===== config.mk =====
export PLATFORM = sky130hd
export DESIGN_NAME = square_multi_cycle_flat
export DESIGN_NICKNAME = d
export VERILOG_FILES = /design/src/rtl/square_pkg.sv /design/src/rtl/square_multi_cycle_if.sv /design/src/rtl/reg_rst_n.sv /design/src/rtl/square_multi_cycle.sv /design/src/flat_wrapper.sv
export SDC_FILE = /design/constraint.sdc
export NUM_CORES = 1
export LEC_CHECK = 0
export CELL_PAD_IN_SITES_DETAIL_PLACEMENT = 0
export CELL_PAD_IN_SITES_GLOBAL_PLACEMENT = 1
export CORE_MARGIN = 2
export CORE_UTILIZATION = 34
export CTS_CLUSTER_SIZE = 10
export DETAILED_ROUTE_END_ITERATION = 8
export PLACE_DENSITY = 0.62
export SYNTH_ARGS = -nofsm -noshare
export SYNTH_HDL_FRONTEND = slang
export SYNTH_SLANG_ARGS = --single-unit

===== constraint.sdc =====
create_clock -name clk -period 1.9 [get_ports clk]
set_input_delay 0.19 -clock clk [delete_from_list [all_inputs] [get_ports clk]]
set_output_delay 0.19 -clock clk [all_outputs]
set_load 0.02 [all_outputs]

===== src/rtl/square_pkg.sv =====
// Shared types and sizing helpers for the root/remainder reconstruction block.
package square_pkg;

  typedef enum logic [1:0] {
    IDLE = 2'd0,
    MUL  = 2'd1,
    ADD  = 2'd2,
    DONE = 2'd3
  } square_state_t;

  localparam int unsigned STATE_W = 2;

  // Iteration counter width for a given data width: clog2(width/2), at least 1.
  function automatic int unsigned cnt_width(input int unsigned data_width);
    if ((data_width / 2) <= 2) return 1;
    return $clog2(data_width / 2);
  endfunction

  localparam int unsigned DATA_WIDTH_DEF = 8;
  localparam int unsigned CNT_W_DEF      = cnt_width(DATA_WIDTH_DEF);

endpackage


===== src/rtl/square_multi_cycle_if.sv =====
// Operand and result handshake bundle for square_multi_cycle.
// master: producer of operands / consumer of results; slave: the block itself.
interface square_multi_cycle_if #(
  parameter int unsigned DATA_WIDTH = 8
);
  localparam int unsigned HALF  = DATA_WIDTH / 2;
  localparam int unsigned REM_W = HALF + 1;

  logic                  arg_vld;
  logic                  arg_rdy;
  logic [HALF-1:0]       arg_root;
  logic [REM_W-1:0]      arg_rem;
  logic                  res_vld;
  logic                  res_rdy;
  logic [DATA_WIDTH-1:0] res;
  logic                  res_err;

  modport master (
    output arg_vld, arg_root, arg_rem, res_rdy,
    input  arg_rdy, res_vld, res, res_err
  );

  modport slave (
    input  arg_vld, arg_root, arg_rem, res_rdy,
    output arg_rdy, res_vld, res, res_err
  );
endinterface


===== src/rtl/reg_rst_n.sv =====
// Parameterized register with asynchronous active-low clear and load enable.
// Ports: clk, rst_n, en (load), d (next value), q (held value).
module reg_rst_n #(
  parameter int unsigned WIDTH = 1
) (
  input  logic             clk,
  input  logic             rst_n,
  input  logic             en,
  input  logic [WIDTH-1:0] d,
  output logic [WIDTH-1:0] q
);

  always_ff @(posedge clk or negedge rst_n) begin
    if (!rst_n)  q <= '0;
    else if (en) q <= d;
  end

endmodule


===== src/rtl/square_multi_cycle.sv =====
// Reconstructs r*r + m from a root/remainder pair with a shift-add multiplier.
// Ports: clk, rst_n (async active-low), bus (slave side of square_multi_cycle_if:
// arg_vld/arg_rdy/arg_root/arg_rem in, res_vld/res_rdy/res/res_err out).
module square_multi_cycle
  import square_pkg::*;
#(
  parameter int unsigned DATA_WIDTH = 8
) (
  input  logic              clk,
  input  logic              rst_n,
  square_multi_cycle_if.slave bus
);

  localparam int unsigned HALF  = DATA_WIDTH / 2;
  localparam int unsigned REM_W = HALF + 1;
  localparam int unsigned CNT_W = cnt_width(DATA_WIDTH);

  square_state_t         state_q, state_d;
  logic [STATE_W-1:0]    state_raw;

  logic [DATA_WIDTH-1:0] acc_q, acc_d;
  logic [DATA_WIDTH-1:0] mcand_q, mcand_d;
  logic [HALF-1:0]       mplier_q, mplier_d;
  logic [REM_W-1:0]      rem_q;
  logic [CNT_W-1:0]      cnt_q, cnt_d;
  logic                  err_q, err_d;
  logic [DATA_WIDTH-1:0] res_q, res_d;
  logic                  res_err_q;

  logic                  load_en;
  logic                  mul_en;
  logic                  add_en;

  assign state_q = square_state_t'(state_raw);

  // Next-state and control decode.
  always_comb begin
    state_d = state_q;
    load_en = 1'b0;
    mul_en  = 1'b0;
    add_en  = 1'b0;
    unique case (state_q)
      IDLE: begin
        if (bus.arg_vld) begin
          load_en = 1'b1;
          state_d = MUL;
        end
      end
      MUL: begin
        mul_en = 1'b1;
        if (cnt_q == CNT_W'(HALF - 1)) state_d = ADD;
      end
      ADD: begin
        add_en  = 1'b1;
        state_d = DONE;
      end
      DONE: begin
        if (bus.res_rdy) state_d = IDLE;
      end
      default: state_d = IDLE;
    endcase
  end

  // Shift-add datapath; the accept edge seeds the operands.
  always_comb begin
    acc_d    = load_en ? '0 : acc_q + (mplier_q[0] ? mcand_q : '0);
    mcand_d  = load_en ? DATA_WIDTH'(bus.arg_root) : (mcand_q << 1);
    mplier_d = load_en ? bus.arg_root : (mplier_q >> 1);
    cnt_d    = load_en ? '0 : cnt_q + CNT_W'(1);
    // {root,0} is 2r and always fits the remainder width.
    err_d    = bus.arg_rem > {bus.arg_root, 1'b0};
    res_d    = acc_q + DATA_WIDTH'(rem_q);
  end

  reg_rst_n #(.WIDTH(STATE_W)) u_state (
    .clk(clk), .rst_n(rst_n), .en(1'b1), .d(STATE_W'(state_d)), .q(state_raw));

  reg_rst_n #(.WIDTH(DATA_WIDTH)) u_acc (
    .clk(clk), .rst_n(rst_n), .en(load_en | mul_en), .d(acc_d), .q(acc_q));

  reg_rst_n #(.WIDTH(DATA_WIDTH)) u_mcand (
    .clk(clk), .rst_n(rst_n), .en(load_en | mul_en), .d(mcand_d), .q(mcand_q));

  reg_rst_n #(.WIDTH(HALF)) u_mplier (
    .clk(clk), .rst_n(rst_n), .en(load_en | mul_en), .d(mplier_d), .q(mplier_q));

  reg_rst_n #(.WIDTH(CNT_W)) u_cnt (
    .clk(clk), .rst_n(rst_n), .en(load_en | mul_en), .d(cnt_d), .q(cnt_q));

  reg_rst_n #(.WIDTH(REM_W)) u_rem (
    .clk(clk), .rst_n(rst_n), .en(load_en), .d(bus.arg_rem), .q(rem_q));

  reg_rst_n #(.WIDTH(1)) u_err (
    .clk(clk), .rst_n(rst_n), .en(load_en), .d(err_d), .q(err_q));

  // Result registers load in ADD and hold until the next ADD.
  reg_rst_n #(.WIDTH(DATA_WIDTH)) u_res (
    .clk(clk), .rst_n(rst_n), .en(add_en), .d(res_d), .q(res_q));

  reg_rst_n #(.WIDTH(1)) u_res_err (
    .clk(clk), .rst_n(rst_n), .en(add_en), .d(err_q), .q(res_err_q));

  assign bus.arg_rdy = (state_q == IDLE);
  assign bus.res_vld = (state_q == DONE);
  assign bus.res     = res_q;
  assign bus.res_err = res_err_q;

endmodule


===== src/flat_wrapper.sv =====
// flat-port wrapper written by rule: the top's interface ports become plain ports
module square_multi_cycle_flat import square_pkg::*;
#(
  parameter int unsigned DATA_WIDTH = 8
)
  (clk, rst_n, bus_arg_vld, bus_arg_root, bus_arg_rem, bus_res_rdy, bus_arg_rdy, bus_res_vld, bus_res, bus_res_err);
  square_multi_cycle_if #(.DATA_WIDTH(DATA_WIDTH)) bus_i ();
  input  logic clk;
  input  logic rst_n;
  input wire logic [$bits(bus_i.arg_vld)-1:0] bus_arg_vld;
  input wire logic [$bits(bus_i.arg_root)-1:0] bus_arg_root;
  input wire logic [$bits(bus_i.arg_rem)-1:0] bus_arg_rem;
  input wire logic [$bits(bus_i.res_rdy)-1:0] bus_res_rdy;
  output wire logic [$bits(bus_i.arg_rdy)-1:0] bus_arg_rdy;
  output wire logic [$bits(bus_i.res_vld)-1:0] bus_res_vld;
  output wire logic [$bits(bus_i.res)-1:0] bus_res;
  output wire logic [$bits(bus_i.res_err)-1:0] bus_res_err;
  assign bus_i.arg_vld = bus_arg_vld;
  assign bus_i.arg_root = bus_arg_root;
  assign bus_i.arg_rem = bus_arg_rem;
  assign bus_i.res_rdy = bus_res_rdy;
  assign bus_arg_rdy = bus_i.arg_rdy;
  assign bus_res_vld = bus_i.res_vld;
  assign bus_res = bus_i.res;
  assign bus_res_err = bus_i.res_err;
  square_multi_cycle #(.DATA_WIDTH(DATA_WIDTH)) u_core (.clk(clk), .rst_n(rst_n), .bus(bus_i));
endmodule

==> summary.md <==
| Metric | Value |
|---|---|
| Slack of the critical path | -0.00443 ns |
| Post-Route Utilization | a little under half |
| Initial DRT Pass Iterations | 4 |
| Cts bufs inserted | 5 |
| Largest net degree at the start of global routing | 40 |
| Routed WL | 4990 um |
| EDFF count, synth | 0 |
| # port buffers | 23 |
| Final count of hold timing violations | 0 |
| Cell Pwr Density | between 1500 and 2000 mW/mm2 |
| Most used flip-flop cell after synthesis | dfrtp_1 |
| Synthesized cell area | 0.00225 mm2 |
| Max Clk Rate | 0.525 GHz |
| Leading cell type in the layout, fill and taps excluded | dfrtp_1 |
| Final antenna-violating net count | 0 |
| Failing checks | negative setup slack |
| Crit path max fanout | 6 |
| Worst reg2reg setup slack | -0.004 ns |
| Worst EP arrival | 2.12 ns |
| First-pass GRT wire length | roughly 8000 um |
| Worst min path class | primary input to asynchronous set/reset pin |
| Tmin final | 1.90 ns |
| TritonCTS clock tree | built |
| Library cells used by synthesis | 37 |
| Post-synthesis cell count | around 230 |
| Syn Area/Cell | 9.97 um2 |
| Nets@finish | ~320 |
| FFs w/ async S/R, synth | 100% |
| Initial antenna violation count | 0 |
| Lkg Pwr | 1.42 nW |
| DP HPWL | around 3400 um |
| Clock sink count | 39 |
| Vias per cell | just under 5 |
| VDD IR max | 0.000899 V |
| Clk Latency, worst-skew pair | a little under 0.3 ns |
| Die Y | 85.4 um |
| Post-DP Area | about 0.0027 mm2 |
| DP Cell Count | roughly 340 |
| Status | finished with violations |
| Syn nets | 262 |
| DRC violations left | 0 |
| Worst setup SP type | flop |
| Vias in the first global route | roughly 1,700 |
| Final setup fails | 1 |
| Worst-path clk slew | 0.08 ns |
| Kind of critical path | flop to flop |
| Root Buffer | clkbuf_8 |
| Critical path required time | around 2.1 ns |
| # fillers | 632 |
| Period utilisation layout | 100% |
| Max-cap violations | 0 |
| Commonest cells after routing, fill and taps aside | dfrtp_1, nand2_1, buf_4, clkdlybuf4s50_1, mux2i_1 |
| Max-slew violations | 0 |
| Layout area overhead | 34.2% |
| Seq/Total Area, Yosys | between 40% and 50% |
| RSZ-0062 raised after global routing | true |
| Iteration-0 DRC count of the detailed router | 39 |
| Finished layout cell area | between 0.003 and 0.004 mm2 |
| Syn. warnings | 0 |
| Die area | about 0.0073 mm2 |
| Worst slew pin tran | 0.512 ns |
| Final Non-Filler Cells | approximately 360 |
| GP Congestion | around 0.74 |
| Row count | 29 |
| Slew margin rel. | between 60% and 70% |
| Clk_skew | 0.00832 ns |
| Layout cells sized above 1 | approximately a quarter |
| N_diodes | 0 |
| Core ar. | roughly 0.0064 mm2 |
| H-tree depth | 2 |
| Setup crit end kind | flop |
| Number of synthesized register bits | 39 |
| DIE WIDTH | around 85 um |
| Setup_tns | -0.00443 ns |
| Ports | 24 |
| Max clock buf depth | 2 |
| Via count | ~1,700 |
| Total Routing Usage GR | around 14% |
| WL/cell | 13.9 um |
| Initial Utilization | a little over a third |
| Gr ovfl total | 0 |
[where the power goes]
group	total (mW)	switching (mW)	leakage, nW	internal [mW]
Clock	0.558	0.300	0.0422	0.258
Combinational	2.95	1.41	0.886	1.54
Sequential	1.50	0.272	0.488	1.23
Total	5.01	1.98	1.42	3.03
[stage by stage]
| step | hold WS (ns) | setup slack [ns] | power [mW] |
|---|---|---|---|
| floorplan | -0.106 | 0.00884 | 3.16 |
| global placement | 0.288 | -0.0629 | 4.10 |
| detailed placement | 0.288 | -0.115 | 4.12 |
| CTS | 0.463 | -0.0151 | 4.91 |
| global route | 0.484 | -0.0929 | 5.46 |
| finish | 0.469 | -0.00443 | 5.01 |
[final cells by class]
type / count / area [um2] / area share [%]
clock inverter: 1 / 5.00 / 0.166
sequential: 39 / 978 / 32.4
multi-input combinational: 168 / 1320 / 43.8
clock buffer: 7 / 76.3 / 2.52
tap: 77 / 96.3 / 3.19
timing repair buffer: 55 / 499 / 16.5
inverter: 12 / 45.0 / 1.49
[synth_stat cells, types with 3 or more instances]
cell type / instances / share of area [%]
nand2_1: 34 / 5.7
nor2_1: 16 / 2.7
dfrtp_1: 39 / 43
xnor2_1: 6 / 2.3
a21oi_1: 11 / 2.4
and2_1: 7 / 1.9
inv_1: 12 / 2.0
o21ai_0: 12 / 2.7
or3_1: 3 / 0.83
a21o_1: 3 / 1.0
ha_1: 21 / 12
clkbuf_1: 5 / 0.83
mux2i_1: 17 / 7.6
mux2_2: 5 / 2.5
nand3_1: 4 / 0.89
[what timing repair did]
item                       4_1_cts  5_1_grt
setup buffers                    7        5
pin swaps                        7        7
resized for setup               18       11
setup endpoints to repair        5        9
hold buffers                     1        0
hold endpoints to repair        39        0
[state kept, by name (all words and copies together), names as in the netlist]
register            cells
u_core.u_acc.q          8
u_core.u_mcand.q        8
u_core.u_res.q          8
u_core.u_rem.q          5
u_core.u_mplier.q       4
u_core.u_cnt.q          2
u_core.u_state.q        2
u_core.u_err.q          1
u_core.u_res_err.q      1
[cell families after synthesis]
| family | Yosys count | synth area share (%) |
|---|---|---|
| DFF | 39 | 43.3 |
| muxes | 22 | 10.1 |
| adders and majority gates | 23 | 13.4 |
| AOI/OAI and AO/OA | 43 | 12.5 |
| xor gates and xnor gates | 8 | 3.11 |
| buffers and inverters | 19 | 3.28 |
| and+or+nand+nor | 72 | 14.3 |
[final timing paths]
kind / to / startpoint / cells past startpoint
min reg2reg: u_core.u_err.q / u_core.u_err.q / 2
max reg2reg: u_core.u_acc.q[7] / u_core.u_mplier.q[0] / 8
max: u_core.u_acc.q[7] / u_core.u_mplier.q[0] / 8
min in group clk: u_core.u_rem.q[0] / bus_arg_rem[0] / 3
min: u_core.u_res.q[7] / rst_n / 3
max in group asynchronous: u_core.u_mplier.q[0] / rst_n / 3
[routing by layer]
layer,GRT usage [%],vias up,wire length [um]
li1,-,883,-
met2,24.7,29,2390
met3,2.63,9,153
met1,17.4,814,2340
met4,5.19,0,108
met5,0,-,0
[critical path, stage by stage, from the launching register on]
cell and delay, ns:
dfrtp_2 0.44, buf_6 0.13, and2_4 0.14, ha_4 0.26, a21oi_4 0.14, a211oi_2 0.08, or3_1 0.32, a21oi_2 0.14
mux2i_1 0.18
No activity file was read; power rests on OpenSTA's default activity.
